**config.mk**
```make
export PLATFORM = sky130hd
export DESIGN_NAME = pwm_gen
export DESIGN_NICKNAME = d
export VERILOG_FILES = /design/src/rtl/pwm_gen.sv
export SDC_FILE = /design/constraint.sdc
export NUM_CORES = 1
export LEC_CHECK = 0
export CAP_MARGIN = 0
export CORE_MARGIN = 1
export CORE_UTILIZATION = 58
export DETAILED_ROUTE_END_ITERATION = 16
export HOLD_SLACK_MARGIN = 0.02
export PLACE_DENSITY = 0.85
export SLEW_MARGIN = 20
export SYNTH_ARGS = -nofsm -noshare
export SYNTH_HDL_FRONTEND = slang
export SYNTH_HIERARCHICAL = 1
export SYNTH_SLANG_ARGS = --single-unit
```
**constraint.sdc**
```tcl
create_clock -name clk -period 1.64 [get_ports clk]
set_input_delay 0.328 -clock clk [delete_from_list [all_inputs] [get_ports clk]]
set_output_delay 0.328 -clock clk [all_outputs]
set_load 0.01 [all_outputs]
```
**src/rtl/pwm_gen.sv**
```systemverilog
// rtl/pwm_gen.sv - fixed-frequency PWM with debounced up/down duty buttons
// Each button runs sync -> debounce -> rising-edge pulse; duty changes land on period boundaries.

module pwm_btn #(
  parameter int DEBOUNCE_CYCLES = 4
) (
  input  logic clk,
  input  logic reset,
  input  logic btn,
  output logic pulse
);
  localparam int DBW = (DEBOUNCE_CYCLES < 2) ? 1 : $clog2(DEBOUNCE_CYCLES);

  logic           s_meta;
  logic           s;
  logic           db;
  logic           db_q;
  logic [DBW-1:0] db_cnt;

  always_ff @(posedge clk) begin
    if (!reset) begin
      s_meta <= 1'b0;
      s      <= 1'b0;
      db     <= 1'b0;
      db_q   <= 1'b0;
      db_cnt <= '0;
    end else begin
      s_meta <= btn;
      s      <= s_meta;
      db_q   <= db;
      // The edge that sees the Nth consecutive mismatch also commits the new level.
      if (s == db) begin
        db_cnt <= '0;
      end else if (db_cnt == DBW'(DEBOUNCE_CYCLES - 1)) begin
        db     <= s;
        db_cnt <= '0;
      end else begin
        db_cnt <= db_cnt + 1'b1;
      end
    end
  end

  assign pulse = db & ~db_q;
endmodule

module pwm_gen #(
  parameter int PERIOD          = 10,
  parameter int DUTY_INIT       = 5,
  parameter int DUTY_STEP       = 1,
  parameter int DEBOUNCE_CYCLES = 4
) (
  input  logic clk,
  input  logic reset,
  input  logic increase_duty,
  input  logic decrease_duty,
  output logic PWM_OUT
);
  localparam int CW = $clog2(PERIOD);
  localparam int DW = $clog2(PERIOD + 1);
  localparam logic [DW:0] STEP_W   = (DW + 1)'(DUTY_STEP);
  localparam logic [DW:0] PERIOD_W = (DW + 1)'(PERIOD);

  logic [CW-1:0] cnt;
  logic [DW-1:0] duty_req;
  logic [DW-1:0] duty_act;
  logic          inc_p;
  logic          dec_p;
  logic [DW:0]   duty_ext;
  logic [DW:0]   duty_up;
  logic [DW:0]   duty_dn;

  pwm_btn #(.DEBOUNCE_CYCLES(DEBOUNCE_CYCLES)) u_inc (
    .clk   (clk),
    .reset (reset),
    .btn   (increase_duty),
    .pulse (inc_p)
  );

  pwm_btn #(.DEBOUNCE_CYCLES(DEBOUNCE_CYCLES)) u_dec (
    .clk   (clk),
    .reset (reset),
    .btn   (decrease_duty),
    .pulse (dec_p)
  );

  // One extra bit so saturation is detected before any wrap.
  always_comb begin
    duty_ext = {1'b0, duty_req};
    duty_up  = duty_ext + STEP_W;
    if (duty_up > PERIOD_W) duty_up = PERIOD_W;
    duty_dn  = (duty_ext < STEP_W) ? '0 : (duty_ext - STEP_W);
  end

  always_ff @(posedge clk) begin
    if (!reset) begin
      cnt      <= '0;
      duty_req <= DW'(DUTY_INIT);
      duty_act <= DW'(DUTY_INIT);
      PWM_OUT  <= 1'b0;
    end else begin
      if (cnt == CW'(PERIOD - 1)) begin
        cnt      <= '0;
        duty_act <= duty_req;
      end else begin
        cnt <= cnt + 1'b1;
      end
      PWM_OUT <= (DW'(cnt) < duty_act);
      if (inc_p && !dec_p)      duty_req <= duty_up[DW-1:0];
      else if (dec_p && !inc_p) duty_req <= duty_dn[DW-1:0];
    end
  end
endmodule

```
# ---- After elaboration in Yosys (flattened, before gate mapping)
# Cells that the tools add are included.
dict set report op_classes {
  n_eq_ne 5
  n_mux 4
  magnitude_cmp 3
  n_bitwise 7
  n_reduce_logical 10
  n_addsub 5
}
# operator count
set op_table {}
lappend op_table {{$mux W4} 4}
lappend op_table {{$reduce_or A3 Y1} 2}
lappend op_table {{$add A4 B1 Y5 const B} 1}
lappend op_table {{$gt A5 B4 Y1 const B} 1}
lappend op_table {{$not A1 Y1} 5}
lappend op_table {{$add A2 B1 Y2 const B} 2}
lappend op_table {{$add A4 B1 Y4 const B} 1}
lappend op_table {{$eq A2 B2 Y1 const B} 2}
lappend op_table {{$eq A4 B4 Y1 const B} 1}
lappend op_table {{$lt A4 B1 Y1 const B} 1}
lappend op_table {{$lt A4 B4 Y1} 1}
lappend op_table {{$reduce_and A2 Y1} 2}
lappend op_table {{$sub A4 B1 Y4 const B} 1}
lappend op_table {{$and A1 B1 Y1} 2}
lappend op_table {{$eq A1 B1 Y1} 2}
lappend op_table {{$logic_and A1 B1 Y1} 2}
lappend op_table {{$logic_not A1 Y1} 2}
lappend op_table {{$reduce_bool A2 Y1} 1}
lappend op_table {{$reduce_or A2 Y1} 1}
dict set report word_totals {
  word_cells 48
  regBits 25
  out_inout_bits 1
  in_bits 4
}

# ---- Longest topological paths before layout
# Gate-level depths: netlist of run 1.
dict set report depth {
  depth_word 6
  mapped_depth 6
  ltp_nobuf 6
}

# ---- Cells and area by module
# Netlist of run 1, hierarchy kept.
# module instances area_each_um2 seq_area_each_um2 cells_per_inst
set modules_own_cells {}
lappend modules_own_cells {pwm_gen 1 783.3 260.2 90}
lappend modules_own_cells {pwm_btn 2 203.9 120.1 16}

# ---- Least setup slack after synthesis of run 1
# OpenSTA, ideal clock, no wires.
dict set report synth_path {
  path_type {register to register}
  from {reg duty_req[0]}
  to {reg duty_req[1]}
  setup_slack_ns 0.137
  arrival_ns 1.381
  path_stages_with_launch 6
  setup_time_ns 0.122
  path_cell_list {dfxtp_1 -> ha_1 -> nand2b_1 -> o311ai_4 -> a21oi_2 -> o311a_1}
}
dict set report synth_between {
  elab_chain_len 4
  elab_cells_between_ends 8
  cone_classes {add/sub: 2; order compare: 2; mux: 4}
}
# item line_no
set synth_lines {}
lappend synth_lines {{from (decl)} 64} ;# logic [DW-1:0] duty_req;
lappend synth_lines {{from (signal assigned)} 97} ;# duty_req <= DW'(DUTY_INIT);
lappend synth_lines {{from (signal assigned)} 108} ;# if (inc_p && !dec_p) duty_req <= duty_up[DW-1:0];
lappend synth_lines {{from (signal assigned)} 109} ;# else if (dec_p && !inc_p) duty_req <= duty_dn[DW-1:0];
lappend synth_lines {{$add A4 B1 Y5, or another cell as far along} 89} ;# duty_up = duty_ext + STEP_W;
lappend synth_lines {{$gt A5 B4 Y1 / $mux W4 (equally long branches)} {90, 91}}
lappend synth_lines {{$mux W4 (on tied branches)} {90, 109}}
lappend synth_lines {{$mux W4 (*)} 108}
# Mark *: on every way between the ends. The rest lies on a longest branch, timed or not. The select of a mux whose other input is x is not followed.
# A chain may end at the register's enable or synchronous reset.

# ---- Final worst setup path of run 1
dict set report layout_path {
  from {reg duty_req[1]}
  to {reg duty_req[1]}
}
# Same word-level chain as after synthesis.

==> qor.yml, run 1 <==
critical_path:
  critPathSlowestCell: "dfxtp_2"
  worst-path-max-fanout: 5
  critPathMaxStageDelay_ns: 0.37
  cp-end-kind: "flip-flop"
  cp.required_ns: 1.88
  critical_path.cell_chain: "ha_1 -> nand2b_1 -> o311ai_4 -> a21oi_2 -> o311a_1"
  cp-start-kind: "flip-flop"
  crit_family: "compound AO/OA/AOI/OAI gates"
  critPathKind: "flip-flop to flip-flop"
  crit_arrival_ns: 1.82
  path_buf_inv: 0
final_layout:
  multi_input_area_um2: 648
  diodes: 0
  fill_cells: 161
  regArea_um2: 502
  area_delta_synth_final_pct: 9.35
  fin_nets: 146
  drive_gt1_share_pct: 10.8
die:
  fp-row-count: 16
  start_util_pct: 61.3
  core_um2: 1940
  die_area_um2: 2240
  die-width_um: 47.3
  die_h_um: 47.3
  num_io_pins: 5
grt:
  grt_busiest_layer: "met2"
  grt_pass1_vias: 723
  use_met3_pct: 5.77
  grt_usage_pct: 20.2
  grt.met2_usage_pct: 34.8
  grtUsageMet1_pct: 22.0
  antenna_found_initial: 0
  grt_max_degree: 23
  grt_overflow_total: 0
  grt_pass1_wl_mm: 3.04
synth:
  synth-edff-count: 0
  ys_seq_area_share_pct: 42.0
  ys_seq_elements: 25
  synth_area_leaders: "dfxtp_1 42%, ha_1 12%, and2_1 3.7%"
  syn-cell-area_um2: 1190
  synth_common_cells: "25 x dfxtp_1, 11 x ha_1, 10 x nand2_1, 8 x inv_1"
  syn_inst: 122
  synth_flop_cell: "dfxtp_1"
  synth_area_per_cell_um2: 9.76
  yosys.area_share.xor_xnor_pct: 3.68
  ys_types: 30
  syn-num-nets: 137
  yosys_warnings: 6
  synthMostInstantiatedCell: "dfxtp_1"
  yosys.area_share.simple_pct: 21.3
  synth_top_cell_by_area: "dfxtp_1"
  synthMuxAreaShare_pct: 3.36
  synth_compound_area_share_pct: 14.5
  synth_top_family_by_area: "simple AND/OR/NAND/NOR gates"
  async_flop_share_pct: 0
  synth.top_cell.area_share_pct: 42.0
  synthAdderAreaFrac_pct: 11.6
routing:
  via_per_inst: 5.46
  drt_pass1_iterations: 4
  drc_errors: 0
  routedWlPerCell_um: 12.5
  first_iter_violations: 13
  antenna_left: 0
  vias: 857
  drt-total-wl_mm: 1.96
timing:
  tightest_slew_ns: 0.341
  slew_headroom_pct: 77.3
  setup_ws_ns: 0.0630
  fin_tns_setup_ns: 0
  hold_viol_final: 0
  grt_setup_unrepaired: "false"
  clock-skew-final_ns: 0.00335
  period_share_pct: 96.2
  fmax_mhz: 634
  setup_viol: 0
  period_needed_ns: 1.58
  drv_slew: 0
power:
  vdd_drop_max_v: 0.000743
  p_leak_nw: 0.575
  power_density_nw_per_um2: 757
  power_w: 0.000986
clock_network:
  cts_buffer_depth: 2
  ctsHoldBuffers: 0
  cts_buffers: 3
  cts.sinks: 25
  clk_latency_ns: 0.34
  clock_tree.root_cell: "clkbuf_4"
  tritoncts: "yes"
  htreeDepth: 1
  clk_pin_slew_ns: 0.14
placement:
  dpl.hpwl_mm: 1.45
  place_worst_setup_slack_ns: 0.0997
  portBuffers: 4
  routabilityCongestion: 0.757
run_status:
  status: "complete, no violations"
hold_path:
  hp-class: "flip-flop to flip-flop"
job:
  drv_cap: 0
area by class of cell:
cell class                      instances  share of cell area (%)
Sequential cell                        25                    38.5
Clock inverter                          1                   0.576
Inverter                                9                    2.59
Clock buffer                            3                    1.73
Timing Repair Buffer                    6                    4.23
Multi-Input combinational cell         86                    49.8
Tap cell                               27                    2.59
kinds of logic (layout without fill, tap and decap cells):
kind of cell | count (synthesis) | after routing
simple gates | 44 | 44
flops | 25 | 25
compound gates | 22 | 22
fa+ha+maj | 11 | 11
buf+inv | 11 | 19
xor+xnor | 5 | 5
mux | 4 | 4
power by group:
part / internal, W / switching [W] / leakage (nW)
clock: 0.0000939 / 0.000204 / 0.0139
combinational: 0.0000319 / 0.0000232 / 0.357
sequential: 0.000622 / 0.0000112 / 0.204
total: 0.000748 / 0.000239 / 0.575
state kept, by name (all words and copies together), names as in the netlist:
| signal | cells |
|---|---|
| PWM_OUT | 1 |
| cnt | 4 |
| duty_act | 4 |
| duty_req | 4 |
| u_dec/db | 1 |
| u_dec/db_cnt | 2 |
| u_dec/db_q | 1 |
| u_dec/s | 1 |
| u_dec/s_meta | 1 |
| u_inc/db | 1 |
| u_inc/db_cnt | 2 |
| u_inc/db_q | 1 |
| u_inc/s | 1 |
| u_inc/s_meta | 1 |
placed cells by master, fill, tap and decap left out, types with 2 or more instances in the layout:
cell             netlist  final
inv_1                  8      8
nor2_1                 7      7
clkbuf_4               0      3
nand2_1               10     10
o211ai_1               3      3
nand2b_1               4      4
mux2i_1                4      4
nor2b_1                6      6
o311a_1                2      2
a21oi_1                3      3
clkdlybuf4s50_1        0      4
xnor2_1                5      5
o21ai_0                5      5
and4bb_2               2      2
nor4b_1                2      2
and2_1                 7      7
buf_4                  0      2
a21o_1                 3      3
nand3b_1               3      3
ha_1                  11     11
dfxtp_1               25     24
stage by stage:
step | hold slack [ns] | utilization, % | instance area, um^2 | cells
global placement | 0.413 | 65.5 | 1270 | 153
global route | 0.467 | 67.1 | 1300 | 157
finish | 0.441 | 67.1 | 1300 | 157
detailed placement | 0.419 | 65.5 | 1270 | 153
CTS | 0.443 | 67.0 | 1300 | 157
floorplan | 0.405 | - | 1190 | 122
final timing paths:
| path | start | endpoint | slack, ns | depth (start not counted) |
|---|---|---|---|---|
| hold reg to reg | u_dec/db_cnt[0]$_SDFF_PP0_ | u_dec/db_cnt[0]$_SDFF_PP0_ | 0.44 | 1 |
| setup / recovery | duty_req[1]$_SDFFE_PN0P_ | duty_req[1]$_SDFFE_PN0P_ | 0.06 | 5 |
| hold / removal | u_dec/db_cnt[0]$_SDFF_PP0_ | u_dec/db_cnt[0]$_SDFF_PP0_ | 0.44 | 1 |
| setup reg to reg | duty_req[1]$_SDFFE_PN0P_ | duty_req[1]$_SDFFE_PN0P_ | 0.06 | 5 |
per-layer routing:
layer	vias to the layer above	share of wire [%]
met5	-	0
met1	409	45
met2	9	51
li1	436	-
met3	3	2.6
met4	0	1.5
worst reg2reg max path: stages, from the launching register on:
cell,delay (ns)
dfxtp_2,0.37
ha_1,0.23
nand2b_1,0.20
o311ai_4,0.28
a21oi_2,0.06
o311a_1,0.34
what timing repair did:
item                                   CTS  global route
endpoints found under the hold margin    0             0
setup endpoints to repair                0             1
buffers inserted                         0             0
resized for setup                        0             1
Note: power is estimated with default switching activity, not from simulation.
==> inputs of run 2 (changes only) <==
- ABC_AREA: not set -> 0
==> results of run 2 <==
No change in the layout: final DEF, timing and power equal those of run 1.
==> inputs of run 3 (changes only) <==
- SYNTH_HIERARCHICAL: 1 -> not set
==> qor.yml, run 3 <==
critical_path:
  worst-path-max-fanout: 4
  cp.required_ns: 1.87
  critPathKind: "flip-flop to flip-flop"
  path_buf_inv: 1
  crit_family: "compound AO/OA/AOI/OAI gates"
  cp-end-kind: "flip-flop"
  crit_arrival_ns: 1.79
  critPathSlowestCell: "dfxtp_4"
  critical_path.cell_chain: "ha_2 -> nand2b_4 -> o311ai_4 -> buf_4 -> o2111ai_1 -> o211a_1"
  critPathMaxStageDelay_ns: 0.39
  cp-start-kind: "flip-flop"
timing:
  grt_setup_unrepaired: "false"
  slew_headroom_pct: 74.0
  tightest_slew_ns: 0.390
  setup_viol: 0
  clock-skew-final_ns: 0.00207
  fmax_mhz: 641
  period_share_pct: 95.1
  setup_ws_ns: 0.0796
  hold_viol_final: 0
  drv_slew: 0
  period_needed_ns: 1.56
placement:
  portBuffers: 4
  dpl.hpwl_mm: 1.51
  place_worst_setup_slack_ns: -0.0222
  routabilityCongestion: 0.787
  place_area_um2: 1280
final_layout:
  final_common_cell: "dfxtp_1"
  fin_nets: 145
  fill_cells: 155
  finish.utilization_pct: 70.0
  final_cell_mix: "23 x dfxtp_1, 9 x ha_1, 8 x inv_1, 7 x and2_1"
  reg_top3: "cnt x4, duty_act x4, duty_req x4"
  drive_gt1_share_pct: 15.5
  area_delta_synth_final_pct: 14.0
  diodes: 0
  stdcell_area_um2: 1360
power:
  power_density_nw_per_um2: 714
  power_w: 0.000970
  vdd_drop_max_v: 0.000582
  p_leak_nw: 0.554
die:
  fp-row-count: 16
  num_io_pins: 5
  core_um2: 1940
  die_area_um2: 2240
  start_util_pct: 61.4
  die-width_um: 47.3
  die_h_um: 47.3
synth:
  synth-edff-count: 0
  synth_top_cell_by_area: "dfxtp_1"
  syn-num-nets: 133
  synth_area_per_cell_um2: 10.1
  synth_area_leaders: "dfxtp_1 42%, ha_1 12%, and2_1 3.7%"
  async_flop_share_pct: 0
  ys_seq_area_share_pct: 42.0
  ys_seq_elements: 25
  ys_types: 33
  synth.top_cell.area_share_pct: 42.0
  synth_flop_cell: "dfxtp_1"
  synth_common_cells: "25 x dfxtp_1, 11 x ha_1, 8 x inv_1, 7 x and2_1, 7 x nor2b_1"
  yosys_warnings: 0
  synthMostInstantiatedCell: "dfxtp_1"
  syn_inst: 118
  syn-cell-area_um2: 1190
routing:
  via_per_inst: 5.53
  antenna_left: 0
  drt-total-wl_mm: 2.16
  first_iter_violations: 29
  drt_pass1_iterations: 4
  routedWlPerCell_um: 13.9
  drc_errors: 0
  vias: 862
run_status:
  status: "complete, no violations"
grt:
  antenna_found_initial: 0
  grt_usage_pct: 22.1
  grt_pass1_vias: 785
  grt_pass1_wl_mm: 3.35
  grt_overflow_total: 0
  grt_max_degree: 24
clock_network:
  cts_buffer_depth: 2
  cts_buffers: 3
  tritoncts: "yes"
  clock_tree.root_cell: "clkbuf_4"
  cts.sinks: 25
  clk_pin_slew_ns: 0.14
  clk_latency_ns: 0.32
  htreeDepth: 1
job:
  drv_cap: 0
hold_path:
  hp-class: "flip-flop to flip-flop"
## run 3: per-stage QoR
step	setup TNS, ns	std cells	hold WS [ns]
6_report	0	156	0.452
5_1_grt	0	156	0.483
4_1_cts	0	156	0.455
3_5_place_dp	-0.0222	150	0.421
3_3_place_gp	0	150	0.414
2_1_floorplan	0	118	0.406
## run 3: cell type report
type                    instances  area, um^2  area share, %
clock buffers                   3        22.5           1.66
clock inverters                 1        7.51          0.552
inverters                       9        33.8           2.49
multi-input cells              81         671           49.4
flip-flops and latches         25         505           37.2
well taps                      27        33.8           2.49
repair buffers                 10        85.1           6.26
## run 3: cells by family (layout without fill, tap and decap cells)
logic type	after synthesis	count (layout)	share of synthesized area, %
and+or+nand+nor	41	41	20.8
DFF	25	25	42.0
AOI/OAI and AO/OA	21	21	15.3
buffers and inverters	12	23	4.09
adders and majority gates	11	11	11.5
xor gates and xnor gates	4	4	2.94
muxes	4	4	3.36
## run 3: timing repair
action                                  in CTS  in global routing
gates resized for setup                      5                  4
hold buffers                                 0                  0
pin swaps                                    1                  2
endpoints found under the setup margin       1                  4
buffers inserted                             2                  0
## run 3: worst paths after layout
path | start | endpoint | slack, ns | cells after the start
worst max-delay path | duty_req[0]$_SDFFE_PN1P_ | duty_req[3]$_SDFFE_PN0P_ | 0.08 | 6
worst min-delay path | u_dec.s_meta$_SDFF_PN0_ | u_dec.s$_SDFF_PN0_ | 0.45 | 1
worst max register to register | duty_req[0]$_SDFFE_PN1P_ | duty_req[3]$_SDFFE_PN0P_ | 0.08 | 6
worst min register to register | u_dec.s_meta$_SDFF_PN0_ | u_dec.s$_SDFF_PN0_ | 0.45 | 1
## run 3: power breakdown
part	switching [W]	internal, W	leakage, nW
sequential	0.0000110	0.000620	0.204
clock	0.000190	0.0000931	0.0139
combinational	0.0000238	0.0000326	0.336
## run 3: per-layer routing
layer / global-route usage [%] / part of all wire (%) / up-vias / routed length [um]
li1: - / - / 436 / -
met1: 24.6 / 43 / 402 / 924
met2: 40.8 / 53 / 18 / 1140
met3: 5.00 / 2.6 / 6 / 57
met4: 7.43 / 1.9 / 0 / 41
met5: 0 / 0 / - / 0
